<file path="src/rtl/pcie_dll_tx_replay_if.sv">
// ---------------------------------------------------------------------------
// pcie_dll_tx_replay_if
//
// Bundles the three handshake channels of the transmit-side data link
// replay stage:
//   tlp_*  : TLPs arriving from the transaction-layer packer
//   pkt_*  : framed packets {4'b0, seq, tlp, lcrc} going to the PHY framer
//   ack_*  : ACK/NAK DLLPs returned by the link partner
//
// Handshake rule for every channel: a transfer happens on a rising clock
// edge where both valid and ready are high. The source holds valid and
// its data stable until that edge; ready may change freely while valid is
// low and never depends combinationally on valid.
//
// Modports:
//   slave  : the replay stage itself (consumes tlp/ack, produces pkt)
//   master : the environment around it (produces tlp/ack, consumes pkt)
// ---------------------------------------------------------------------------
interface pcie_dll_tx_replay_if;
  logic         tlp_valid;
  logic         tlp_ready;
  logic [223:0] tlp;

  logic         pkt_valid;
  logic         pkt_ready;
  logic [271:0] pkt;

  logic         ack_valid;
  logic         ack_ready;
  logic         ack_nak;
  logic [11:0]  ack_seq;

  modport slave (
    input  tlp_valid, tlp, pkt_ready, ack_valid, ack_nak, ack_seq,
    output tlp_ready, pkt_valid, pkt, ack_ready
  );

  modport master (
    output tlp_valid, tlp, pkt_ready, ack_valid, ack_nak, ack_seq,
    input  tlp_ready, pkt_valid, pkt, ack_ready
  );
endinterface

</file>
<file path="src/rtl/pcie_dll_tx_replay.sv">
// ---------------------------------------------------------------------------
// pcie_dll_tx_replay
//
// Transmit-side data link layer stage. Each accepted 224-bit TLP gets a
// 12-bit sequence number prepended and a 32-bit LCRC appended, is sent
// through a one-deep output register, and is kept in a replay buffer until
// the link partner ACKs it. A NAK or a replay-timer expiry re-sends every
// unacknowledged packet, oldest first, bit-identical to the original.
//
// Ports:
//   clk          rising-edge clock
//   rst_n        asynchronous reset, asserted when HIGH
//   bus          tlp/pkt/ack handshake channels (slave modport)
//   occupancy    number of unacknowledged packets held in the buffer
//   next_seq     NEXT_TRANSMIT_SEQ
//   ackd_seq     ACKD_SEQ (sequence number of the last acknowledged packet)
//   retrain      1-cycle pulse when the replay counter rolls over
//   dllp_err     1-cycle pulse when an ACK/NAK names an unsent sequence
//   replay_state FSM state: 0 = NORMAL, 1 = REPLAY
// ---------------------------------------------------------------------------
module pcie_dll_tx_replay #(
  parameter int DEPTH          = 4,
  parameter int REPLAY_TIMEOUT = 64,
  parameter int CW             = 3
) (
  input  logic                  clk,
  input  logic                  rst_n,
  pcie_dll_tx_replay_if.slave   bus,
  output logic [CW-1:0]         occupancy,
  output logic [11:0]           next_seq,
  output logic [11:0]           ackd_seq,
  output logic                  retrain,
  output logic                  dllp_err,
  output logic                  replay_state
);

  localparam int AW = (DEPTH > 1) ? $clog2(DEPTH) : 1;
  localparam int TW = $clog2(REPLAY_TIMEOUT + 1);
  localparam logic [CW-1:0] DEPTH_C    = CW'(DEPTH);
  localparam logic [TW-1:0] TIMER_LAST = TW'(REPLAY_TIMEOUT - 1);
  localparam logic [31:0]   CRC_POLY   = 32'h04C11DB7;

  typedef enum logic {
    ST_NORMAL = 1'b0,
    ST_REPLAY = 1'b1
  } state_t;

  state_t state, state_next;

  // Replay storage and bookkeeping
  logic [271:0]  buf_mem [DEPTH];
  logic [AW-1:0] wptr;
  logic [AW-1:0] rptr;
  logic [AW-1:0] replay_idx;
  logic [CW-1:0] replay_left;
  logic [1:0]    replay_num;
  logic [TW-1:0] timer;

  // Output register
  logic          pkt_valid_q;
  logic [271:0]  pkt_q;

  // Combinational control
  logic          out_free;
  logic          tlp_ready_c;
  logic          ack_ready_c;
  logic          replay_load;
  logic          tlp_fire;
  logic          ack_fire;
  logic          ack_ok;
  logic          ack_bad;
  logic          ack_dup;
  logic          nak_go;
  logic          timeout;
  logic          start_replay;
  logic [11:0]   seq_diff;
  logic [CW-1:0] purge_cnt;
  logic [CW-1:0] occ_next;
  logic [AW-1:0] rptr_next;
  logic [1:0]    replay_num_base;
  logic [31:0]   lcrc;
  logic [271:0]  framed;

  // CRC-32 over {4'b0, seq, tlp}, MSB first, seeded with all ones,
  // result inverted. Pure feed-forward loop, unrolls into an XOR tree.
  function automatic logic [31:0] lcrc32(input logic [239:0] data);
    logic [31:0] crc;
    logic        fb;
    crc = 32'hFFFFFFFF;
    for (int i = 239; i >= 0; i--) begin
      fb  = crc[31] ^ data[i];
      crc = {crc[30:0], 1'b0};
      if (fb) begin
        crc = crc ^ CRC_POLY;
      end
    end
    return ~crc;
  endfunction

  // The output register can take a new packet when it is empty or its
  // current packet leaves this cycle.
  assign out_free = !pkt_valid_q || bus.pkt_ready;

  // ---------------------------------------------------------------------
  // FSM process 1: state register
  // ---------------------------------------------------------------------
  always_ff @(posedge clk or posedge rst_n) begin
    if (rst_n) begin
      state <= ST_NORMAL;
    end else begin
      state <= state_next;
    end
  end

  // ---------------------------------------------------------------------
  // FSM process 3: state-dependent outputs
  // ---------------------------------------------------------------------
  always_comb begin
    tlp_ready_c = 1'b0;
    ack_ready_c = 1'b0;
    replay_load = 1'b0;
    case (state)
      ST_NORMAL: begin
        tlp_ready_c = out_free && (occupancy < DEPTH_C);
        ack_ready_c = 1'b1;
      end
      ST_REPLAY: begin
        replay_load = out_free;
      end
      default: begin
        tlp_ready_c = 1'b0;
      end
    endcase
  end

  // ---------------------------------------------------------------------
  // ACK/NAK evaluation, occupancy arithmetic and framing
  // ---------------------------------------------------------------------
  always_comb begin
    tlp_fire = bus.tlp_valid && tlp_ready_c;
    ack_fire = bus.ack_valid && ack_ready_c;

    // Modular distance from the last ACKed sequence; the 12-bit
    // subtraction absorbs the 4095 -> 0 wrap.
    seq_diff = bus.ack_seq - ackd_seq;
    ack_dup  = ack_fire && (seq_diff == 12'd0);
    ack_ok   = ack_fire && (seq_diff != 12'd0) && (seq_diff <= 12'(occupancy));
    ack_bad  = ack_fire && (seq_diff > 12'(occupancy));

    // d is bounded by occupancy here, so truncation to CW bits is exact.
    purge_cnt = ack_ok ? CW'(seq_diff) : '0;
    rptr_next = rptr + AW'(purge_cnt);

    // d is judged against the pre-accept occupancy; both effects apply.
    occ_next = occupancy + CW'(tlp_fire) - purge_cnt;

    nak_go = (ack_ok || ack_dup) && bus.ack_nak;

    // A purge in the same cycle restarts the timer instead of expiring it.
    timeout = (state == ST_NORMAL) && (occupancy != '0) && !ack_ok &&
              (timer == TIMER_LAST);

    // A purge zeroes the replay counter before any replay it triggers.
    replay_num_base = ack_ok ? 2'd0 : replay_num;

    lcrc   = lcrc32({4'b0000, next_seq, bus.tlp});
    framed = {4'b0000, next_seq, bus.tlp, lcrc};
  end

  // ---------------------------------------------------------------------
  // FSM process 2: next-state logic
  // ---------------------------------------------------------------------
  always_comb begin
    state_next   = state;
    start_replay = 1'b0;
    case (state)
      ST_NORMAL: begin
        // NAK and timer expiry together still produce a single replay.
        if ((nak_go && (occ_next != '0)) || timeout) begin
          state_next   = ST_REPLAY;
          start_replay = 1'b1;
        end
      end
      ST_REPLAY: begin
        if (replay_load && (replay_left == CW'(1))) begin
          state_next = ST_NORMAL;
        end
      end
      default: begin
        state_next = ST_NORMAL;
      end
    endcase
  end

  // ---------------------------------------------------------------------
  // Datapath registers
  // ---------------------------------------------------------------------
  always_ff @(posedge clk or posedge rst_n) begin
    if (rst_n) begin
      pkt_valid_q <= 1'b0;
      pkt_q       <= '0;
      next_seq    <= 12'd0;
      ackd_seq    <= 12'hFFF;
      occupancy   <= '0;
      wptr        <= '0;
      rptr        <= '0;
      replay_idx  <= '0;
      replay_left <= '0;
      replay_num  <= 2'd0;
      timer       <= '0;
      retrain     <= 1'b0;
      dllp_err    <= 1'b0;
    end else begin
      retrain   <= 1'b0;
      dllp_err  <= ack_bad;
      occupancy <= occ_next;

      if (tlp_fire) begin
        pkt_q       <= framed;
        pkt_valid_q <= 1'b1;
        next_seq    <= next_seq + 12'd1;
        wptr        <= wptr + AW'(1);
      end else if (replay_load) begin
        // Stored frames already carry their original seq and LCRC.
        pkt_q       <= buf_mem[replay_idx];
        pkt_valid_q <= 1'b1;
        replay_idx  <= replay_idx + AW'(1);
        replay_left <= replay_left - CW'(1);
      end else if (bus.pkt_ready) begin
        pkt_valid_q <= 1'b0;
      end

      if (ack_ok) begin
        rptr     <= rptr_next;
        ackd_seq <= bus.ack_seq;
      end

      if (start_replay) begin
        replay_idx  <= rptr_next;
        replay_left <= occ_next;
        replay_num  <= replay_num_base + 2'd1;
        retrain     <= (replay_num_base == 2'd3);
      end else begin
        replay_num  <= replay_num_base;
      end

      // Counts only while NORMAL with something outstanding and no purge.
      if ((state == ST_NORMAL) && (occupancy != '0) && !ack_ok && !start_replay) begin
        timer <= timer + TW'(1);
      end else begin
        timer <= '0;
      end
    end
  end

  // Buffer array holds no reset: reset empties it by clearing the pointers
  // and occupancy, so stale contents are never read back.
  always_ff @(posedge clk) begin
    if (tlp_fire) begin
      buf_mem[wptr] <= framed;
    end
  end

  assign bus.tlp_ready = tlp_ready_c;
  assign bus.ack_ready = ack_ready_c;
  assign bus.pkt_valid = pkt_valid_q;
  assign bus.pkt       = pkt_q;
  assign replay_state  = (state == ST_REPLAY);

endmodule

</file>
<file path="src/flat_wrapper.sv">
// flat-port wrapper written by rule: the top's interface ports become plain ports
module pcie_dll_tx_replay_flat 
#(
  parameter int DEPTH          = 4,
  parameter int REPLAY_TIMEOUT = 64,
  parameter int CW             = 3
)
  (clk, rst_n, occupancy, next_seq, ackd_seq, retrain, dllp_err, replay_state, bus_tlp_valid, bus_tlp, bus_pkt_ready, bus_ack_valid, bus_ack_nak, bus_ack_seq, bus_tlp_ready, bus_pkt_valid, bus_pkt, bus_ack_ready);
  pcie_dll_tx_replay_if bus_i ();
  input  logic clk;
  input  logic rst_n;
  output logic [CW-1:0] occupancy;
  output logic [11:0] next_seq;
  output logic [11:0] ackd_seq;
  output logic retrain;
  output logic dllp_err;
  output logic replay_state;
  input wire logic [$bits(bus_i.tlp_valid)-1:0] bus_tlp_valid;
  input wire logic [$bits(bus_i.tlp)-1:0] bus_tlp;
  input wire logic [$bits(bus_i.pkt_ready)-1:0] bus_pkt_ready;
  input wire logic [$bits(bus_i.ack_valid)-1:0] bus_ack_valid;
  input wire logic [$bits(bus_i.ack_nak)-1:0] bus_ack_nak;
  input wire logic [$bits(bus_i.ack_seq)-1:0] bus_ack_seq;
  output wire logic [$bits(bus_i.tlp_ready)-1:0] bus_tlp_ready;
  output wire logic [$bits(bus_i.pkt_valid)-1:0] bus_pkt_valid;
  output wire logic [$bits(bus_i.pkt)-1:0] bus_pkt;
  output wire logic [$bits(bus_i.ack_ready)-1:0] bus_ack_ready;
  assign bus_i.tlp_valid = bus_tlp_valid;
  assign bus_i.tlp = bus_tlp;
  assign bus_i.pkt_ready = bus_pkt_ready;
  assign bus_i.ack_valid = bus_ack_valid;
  assign bus_i.ack_nak = bus_ack_nak;
  assign bus_i.ack_seq = bus_ack_seq;
  assign bus_tlp_ready = bus_i.tlp_ready;
  assign bus_pkt_valid = bus_i.pkt_valid;
  assign bus_pkt = bus_i.pkt;
  assign bus_ack_ready = bus_i.ack_ready;
  pcie_dll_tx_replay #(.DEPTH(DEPTH), .REPLAY_TIMEOUT(REPLAY_TIMEOUT), .CW(CW)) u_core (.clk(clk), .rst_n(rst_n), .bus(bus_i), .occupancy(occupancy), .next_seq(next_seq), .ackd_seq(ackd_seq), .retrain(retrain), .dllp_err(dllp_err), .replay_state(replay_state));
endmodule
</file>
<file path="config.mk">
export PLATFORM = sky130hd
export DESIGN_NAME = pcie_dll_tx_replay_flat
export DESIGN_NICKNAME = d
export VERILOG_FILES = /design/src/rtl/pcie_dll_tx_replay_if.sv /design/src/rtl/pcie_dll_tx_replay.sv /design/src/flat_wrapper.sv
export SDC_FILE = /design/constraint.sdc
export NUM_CORES = 2
export LEC_CHECK = 0
export CORE_MARGIN = 2
export CORE_UTILIZATION = 51
export CTS_CLUSTER_DIAMETER = 80
export DETAILED_ROUTE_END_ITERATION = 8
export GPL_ROUTABILITY_DRIVEN = 0
export HOLD_SLACK_MARGIN = 0.08
export MAX_ROUTING_LAYER = met4
export PLACE_DENSITY = 0.8
export SLEW_MARGIN = 25
export SYNTH_ARGS = -nofsm -noshare
export SYNTH_HDL_FRONTEND = slang
export SYNTH_SLANG_ARGS = --single-unit
export TNS_END_PERCENT = 100
</file>
<file path="constraint.sdc">
create_clock -name clk -period 37.5 [get_ports clk]
set_clock_uncertainty 0.1 [all_clocks]
set_input_delay 11.25 -clock clk [delete_from_list [all_inputs] [get_ports clk]]
set_output_delay 11.25 -clock clk [all_outputs]
set_load 0.05 [all_outputs]
</file>
Yosys cells after proc, flatten, opt, wreduce, memory -nomap -nowiden
Memory sizes are Yosys's and may differ from the RTL's.
Index checks and enable logic that the tools add are counted.
{"block": "op_classes", "magnitude_cmp": 3, "muxes": 261, "reduce_logical": 28, "n_bitwise": 472, "n_addsub": 10, "eq_ne": 4}
{"cell": "2-to-1 mux 27 bit", "n": 236}
{"cell": "NOT 14 bit", "n": 235}
{"cell": "2-to-1 mux 272 bit", "n": 2}
{"cell": "bitwise XOR 1 bit", "n": 230}
{"cell": "NOT 32 bit", "n": 1}
{"cell": "logical AND 1 bit", "n": 14}
{"cell": "adder 12 x 1 -> 12 bit, second input constant", "n": 1}
{"cell": "> comparator 12 x 3 -> 1 bit", "n": 1}
{"cell": "less-or-equal comparator 12 x 3 -> 1 bit", "n": 1}
{"cell": "logical NOT 12 bit", "n": 1}
{"cell": "2-to-1 mux 1 bit", "n": 12}
{"cell": "2-to-1 mux 3 bit", "n": 4}
{"cell": "nonzero test 12 bit", "n": 1}
{"cell": "subtractor 12 bit", "n": 1}
{"cell": "2-to-1 mux 2 bit", "n": 5}
{"cell": "nonzero test 3 bit", "n": 3}
{"cell": "adder 7 x 1 -> 7 bit, second input constant", "n": 1}
{"cell": "== test 7 x 6 -> 1 bit, second input constant", "n": 1}
{"cell": "2-to-1 mux 7 bit", "n": 1}
{"cell": "adder 2 x 1 -> 2 bit, second input constant", "n": 3}
{"cell": "bitwise XOR 1 bit, first input constant", "n": 5}
{"cell": "nonzero test 2 bit", "n": 2}
{"cell": "adder 3 x 1 -> 3 bit", "n": 1}
{"cell": "== test 3 x 1 -> 1 bit, second input constant", "n": 1}
{"cell": "11 further kinds", "n": 15}
{"block": "totals", "ramBits": 1072, "register_bits": 321, "elab_cells": 793, "mem_count": 1, "output_inout_bits": 305}
{"memory": "u_core.buf_mem", "depth": 4, "word_bits": 268, "rd": 1, "rd_ports_with_merged_regs": 0, "wr": 1, "line_no": "pcie_dll_tx_replay.sv:51", "text": "logic [271:0] buf_mem [DEPTH];"}

Logic depth before layout (Yosys ltp)
{"block": "depth", "word_depth": 473, "depth_mapped": 52, "depth_no_buf": 44}

Worst setup path before layout
Ideal clock, no wire load.
{"block": "synth_path", "path_kind": "input to register", "start": "input port bus_tlp[222]", "end": "register u_core.pkt_q[16], in the netlist u_core.bus.pkt[16]", "n_path_buf": 1, "cell_stages": 44, "t_required_ps": 37282, "setup_slack_ps": 8086, "t_arrival_ps": 29196, "path_cell_list": "xor3_2 xnor2_1 xnor3_1 xnor3_1 xnor3_2 xor2_4 xnor3_2 xnor2_4 xnor3_2 xor3_2 xnor3_2 xnor3_2 xnor3_2 xor3_1 xnor2_2 xnor3_2 xnor2_2 xnor3_2 [8 not listed] xnor3_1 buf_6 xnor2_4 xnor3_1 xnor2_1 xnor3_1 xor3_1 xnor3_2 xnor3_1 xnor3_2 xor2_4 xnor3_1 xnor3_1 xnor3_2 xnor2_4 xnor3_1 xnor2_1 a21o_1"}
{"block": "synth_via", "elab_chain_len": 287}
{"item": "start: declaration", "line_no": "flat_wrapper.sv:19", "text": "input wire logic [$bits(bus_i.tlp)-1:0] bus_tlp;"}
{"item": "bitwise XOR 1 bit *", "line_no": "pcie_dll_tx_replay.sv:91", "text": "fb = crc[31] ^ data[i];"}
{"item": "2-to-1 mux 27 bit *", "line_no": "pcie_dll_tx_replay.sv:93", "text": "if (fb) begin"}
{"item": "2-to-1 mux 27 bit or NOT 14 bit (tied branches) (4 in series)"}
{"item": "2-to-1 mux 27 bit", "line_no": "pcie_dll_tx_replay.sv:93"}
{"item": "NOT 14 bit (no source line) or 2-to-1 mux 27 bit (tied branches)"}
{"item": "2-to-1 mux 27 bit or NOT 14 bit (tied branches)"}
{"item": "NOT 14 bit (no source line) or 2-to-1 mux 27 bit (tied branches)"}
{"item": "2-to-1 mux 27 bit or NOT 14 bit (tied branches)"}
{"item": "[268 not listed]"}
{"item": "2-to-1 mux 27 bit (2 in series)", "line_no": "pcie_dll_tx_replay.sv:93"}
{"item": "2-to-1 mux 27 bit or NOT 14 bit (tied branches)"}
{"item": "2-to-1 mux 27 bit", "line_no": "pcie_dll_tx_replay.sv:93"}
{"item": "NOT 14 bit (no source line) or bitwise XOR 1 bit (tied branches)"}
{"item": "2-to-1 mux 27 bit *", "line_no": "pcie_dll_tx_replay.sv:93"}
{"item": "NOT 32 bit *", "line_no": "pcie_dll_tx_replay.sv:97", "text": "return ~crc;"}
{"item": "via u_core.lcrc[16]", "line_no": "pcie_dll_tx_replay.sv:81", "text": "logic [31:0] lcrc;"}
{"item": "2-to-1 mux 272 bit *", "line_no": "pcie_dll_tx_replay.sv:218", "text": "if (tlp_fire) begin"}
{"item": "end signal: assignment", "line_no": "pcie_dll_tx_replay.sv:219", "text": "pkt_q <= framed;"}
{"item": "end signal: assignment", "line_no": "pcie_dll_tx_replay.sv:225", "text": "pkt_q <= buf_mem[replay_idx];"}
{"item": "end: declaration", "line_no": "pcie_dll_tx_replay.sv:61", "text": "logic [271:0] pkt_q;"}
Mark *: on every way through the listed nets, which the timed path passes. The rest lies on a longest branch.
A chain may end at the register's enable or synchronous reset.

Worst setup path after layout
{"block": "layout_path", "start": "input port bus_tlp[218]", "end": "register u_core.pkt_q[5], in the netlist u_core.bus.pkt[5]"}
{"block": "layout_via", "elab_chain_len": 281}
{"item": "bitwise XOR 1 bit *", "line_no": "pcie_dll_tx_replay.sv:91"}
{"item": "2-to-1 mux 27 bit *", "line_no": "pcie_dll_tx_replay.sv:93"}
{"item": "NOT 14 bit (no source line)"}
{"item": "2-to-1 mux 27 bit", "line_no": "pcie_dll_tx_replay.sv:93"}
{"item": "2-to-1 mux 27 bit or NOT 14 bit (tied branches) (2 in series)"}
{"item": "2-to-1 mux 27 bit", "line_no": "pcie_dll_tx_replay.sv:93"}
{"item": "NOT 14 bit (no source line) or 2-to-1 mux 27 bit (tied branches)"}
{"item": "2-to-1 mux 27 bit", "line_no": "pcie_dll_tx_replay.sv:93"}
{"item": "[265 not listed]"}
{"item": "2-to-1 mux 27 bit", "line_no": "pcie_dll_tx_replay.sv:93"}
{"item": "NOT 14 bit (no source line) or bitwise XOR 1 bit (tied branches)"}
{"item": "2-to-1 mux 27 bit", "line_no": "pcie_dll_tx_replay.sv:93"}
{"item": "NOT 14 bit (no source line)"}
{"item": "2-to-1 mux 27 bit *", "line_no": "pcie_dll_tx_replay.sv:93"}
{"item": "NOT 32 bit *", "line_no": "pcie_dll_tx_replay.sv:97"}
{"item": "via u_core.lcrc[5]", "line_no": "pcie_dll_tx_replay.sv:81"}
{"item": "2-to-1 mux 272 bit *", "line_no": "pcie_dll_tx_replay.sv:218"}
Marks and branches as above.

==> results.ini <==
[sta]
post-route-period-util_pct=88.21
max_freq_ghz=0.03023
tightest_slew_ns=1.057
hold_viol_final=0
finalSetupViolations=0
slew_violations=0
rsz0062_at_grt=no
fin_tns_setup_ns=0
min_period_ns=33.08
slew_headroom_pct=29.53

[cts]
clk_latency_ns=0.80
clock_path_buffers=3
cts_sinks=1389
h-tree-depth=4
cts_tree=done
holdBufCountCts=0
cts_resized=0
cts_buffers=141
clkTransAtPathRegs_ns=0.06
root_buffer=clkbuf_16
postCtsSetupBuffers=0

[finish]
final_net_count=5717
syn_to_final_growth_pct=15.22
drive_gt1_share_pct=13.17
fillers=11753

[floorplan]
die_x_um=407.3
fp-row-count=148
fp.dieH_um=407.3
ios=547
die_area_um2=165900
core_region_area_um2=162200
initial_core_util_pct=51.15

[routing]
dr.pass1.iters=6
drt_iter0_markers=4885
num_vias=44974
wl_per_cell_um=27.22
postRouteAntennaNets=0
routed_via_density=5.801
routed_wl_um=211000
drc=0

[yosys]
synthTopCellsByCount=edfxtp_1 (1,072), xnor2_1 (832), xnor3_1 (645)
netlist_area_um2=82970
async_flop_share_pct=22.82
synth_top_flop_cell=edfxtp_1
synth_edf_count=1072
yosysTopAreaCell=edfxtp_1
syn-mean-instance-area_um2=16.95
postSynthCellCount=4894
synth_top_area_share_pct=38.80
ys_ff_latch=1389
ys.warnings.count=0
synthDistinctLibCells=55
synth_area_leaders=edfxtp_1 (39%), xnor3_1 (18%), dfrtp_1 (9.2%), xnor2_1 (8.8%), mux4_2 (7.3%)
seq_area_frac_synth_pct=48.38
synth_most_common_cell=edfxtp_1

[global_route]
overflow=0
grt_pass1_wl_um=313200
grt_usage_pct=26.11
grt_pass1_vias=46183
antenna_found_initial=20
grt_max_degree=123

[setup_path]
crit_top_cell=xnor3_1
cp_slowest_cell=xnor3_1
crit_required_ns=38.07
cp-end-kind=flop
start_kind=input port
cp_max_fo=11
worstSetupPathType=input port to flop
cp_slowest_stage_delay_ns=0.91
cp.arrival_ns=33.65

[placed_design]
hpwl_um=149100
port_buffers=542

[job]
max_cap_viol_count=0

[hold_path]
hp-class=flop to flop

[status]
status=finished, final reports clean

cells by family after synthesis:
group           Yosys count  synth area share [%]
buf+inv                 226                 1.128
fa+ha+maj                33                0.5157
xor+xnor               2061                 36.93
flops                  1389                 48.38
compound gates          335                 2.986
mux                     271                 7.314
other cells               1              0.004520
simple gates            578                 2.745
metal layers:
layer / track usage (%) / routed length (um) / vias to the layer above
met1: 35.08 / 83820 / 23345
met3: 5.485 / 19200 / 277
met4: 6.999 / 5019 / 0
li1: - / - / 19197
met5: - / 0 / -
met2: 40.82 / 103000 / 2155
path summary, 6_finish.rpt:
path,start,end,slack (ns),cells past startpoint
setup / recovery,bus_tlp[218],u_core.bus.pkt[5],4.42,44
hold / removal,u_core.bus.pkt[180],u_core.bus.pkt[180],0.36,2
setup reg to reg,u_core.next_seq[10],u_core.bus.pkt[5],13.95,44
hold reg to reg,u_core.bus.pkt[180],u_core.bus.pkt[180],0.36,2
max in group asynchronous,rst_n,u_core.bus.pkt[99],23.70,5
min in group asynchronous,rst_n,u_core.bus.pkt[209],10.87,2
state kept, by name (all words and copies together), names as in the netlist:
name                  count
u_core.buf_mem         1072
u_core.bus.pkt          268
u_core.ackd_seq          12
u_core.next_seq          12
u_core.timer              7
u_core.occupancy          3
u_core.replay_left        3
u_core.replay_idx         2
u_core.replay_num         2
u_core.rptr               2
u_core.wptr               2
u_core.bus.pkt_valid      1
u_core.dllp_err           1
u_core.replay_state       1
u_core.retrain            1
cell usage in the layout, fill, tap and decap left out, types with 28 or more instances in the layout:
| master | instances |
|---|---|
| edfxtp_1 | 1072 |
| xnor2_1 | 832 |
| xnor3_1 | 645 |
| clkdlybuf4s50_1 | 542 |
| nand2_1 | 515 |
| dfrtp_1 | 303 |
| xor2_1 | 301 |
| mux4_2 | 268 |
| a22oi_1 | 240 |
| clkbuf_16 | 142 |
| xor3_1 | 102 |
| xnor2_2 | 67 |
| xnor3_2 | 51 |
| buf_4 | 42 |
| clkbuf_1 | 40 |
| inv_1 | 38 |
| ha_1 | 31 |
| a21o_1 | 28 |
per-stage QoR:
step | instance area (um2) | instances | hold slack [ns] | utilization, % | worst slack (ns)
finish | 95600 | 7753 | 0.3631 | 58.93 | 4.422
global route | 95600 | 7753 | 0.3792 | 58.93 | 3.795
CTS | 95550 | 7735 | 0.3684 | 58.90 | 4.808
detailed placement | 90780 | 7474 | 0.3558 | 55.96 | 3.986
global placement | 90780 | 7474 | 0.3458 | 55.96 | 4.326
floorplan | 82980 | 4897 | 0.3329 | - | 8.086
layout make-up:
| cell class | instances | area (um2) | share of cell area, % |
|---|---|---|---|
| Antenna cell | 18 | 45.04 | 0.04712 |
| Clock buffer | 198 | 3924 | 4.104 |
| Clock inverter | 63 | 847.1 | 0.8861 |
| Inverter | 40 | 165.2 | 0.1728 |
| Multi-Input combinational cell | 3282 | 41940 | 43.87 |
| Sequential cell | 1389 | 40150 | 42.00 |
| Tap cell | 2175 | 2721 | 2.847 |
| Timing Repair Buffer | 588 | 5812 | 6.080 |
worst max-delay path: cells and delay by family:
kind | cells | cell delay (ns)
buf+inv | 1 | 0.57
xor+xnor | 42 | 21.54
compound gates | 1 | 0.23
Power is left out: the tool's default activity adds up to more than one toggle a clock period on the data nets, which glitch-free logic cannot reach.
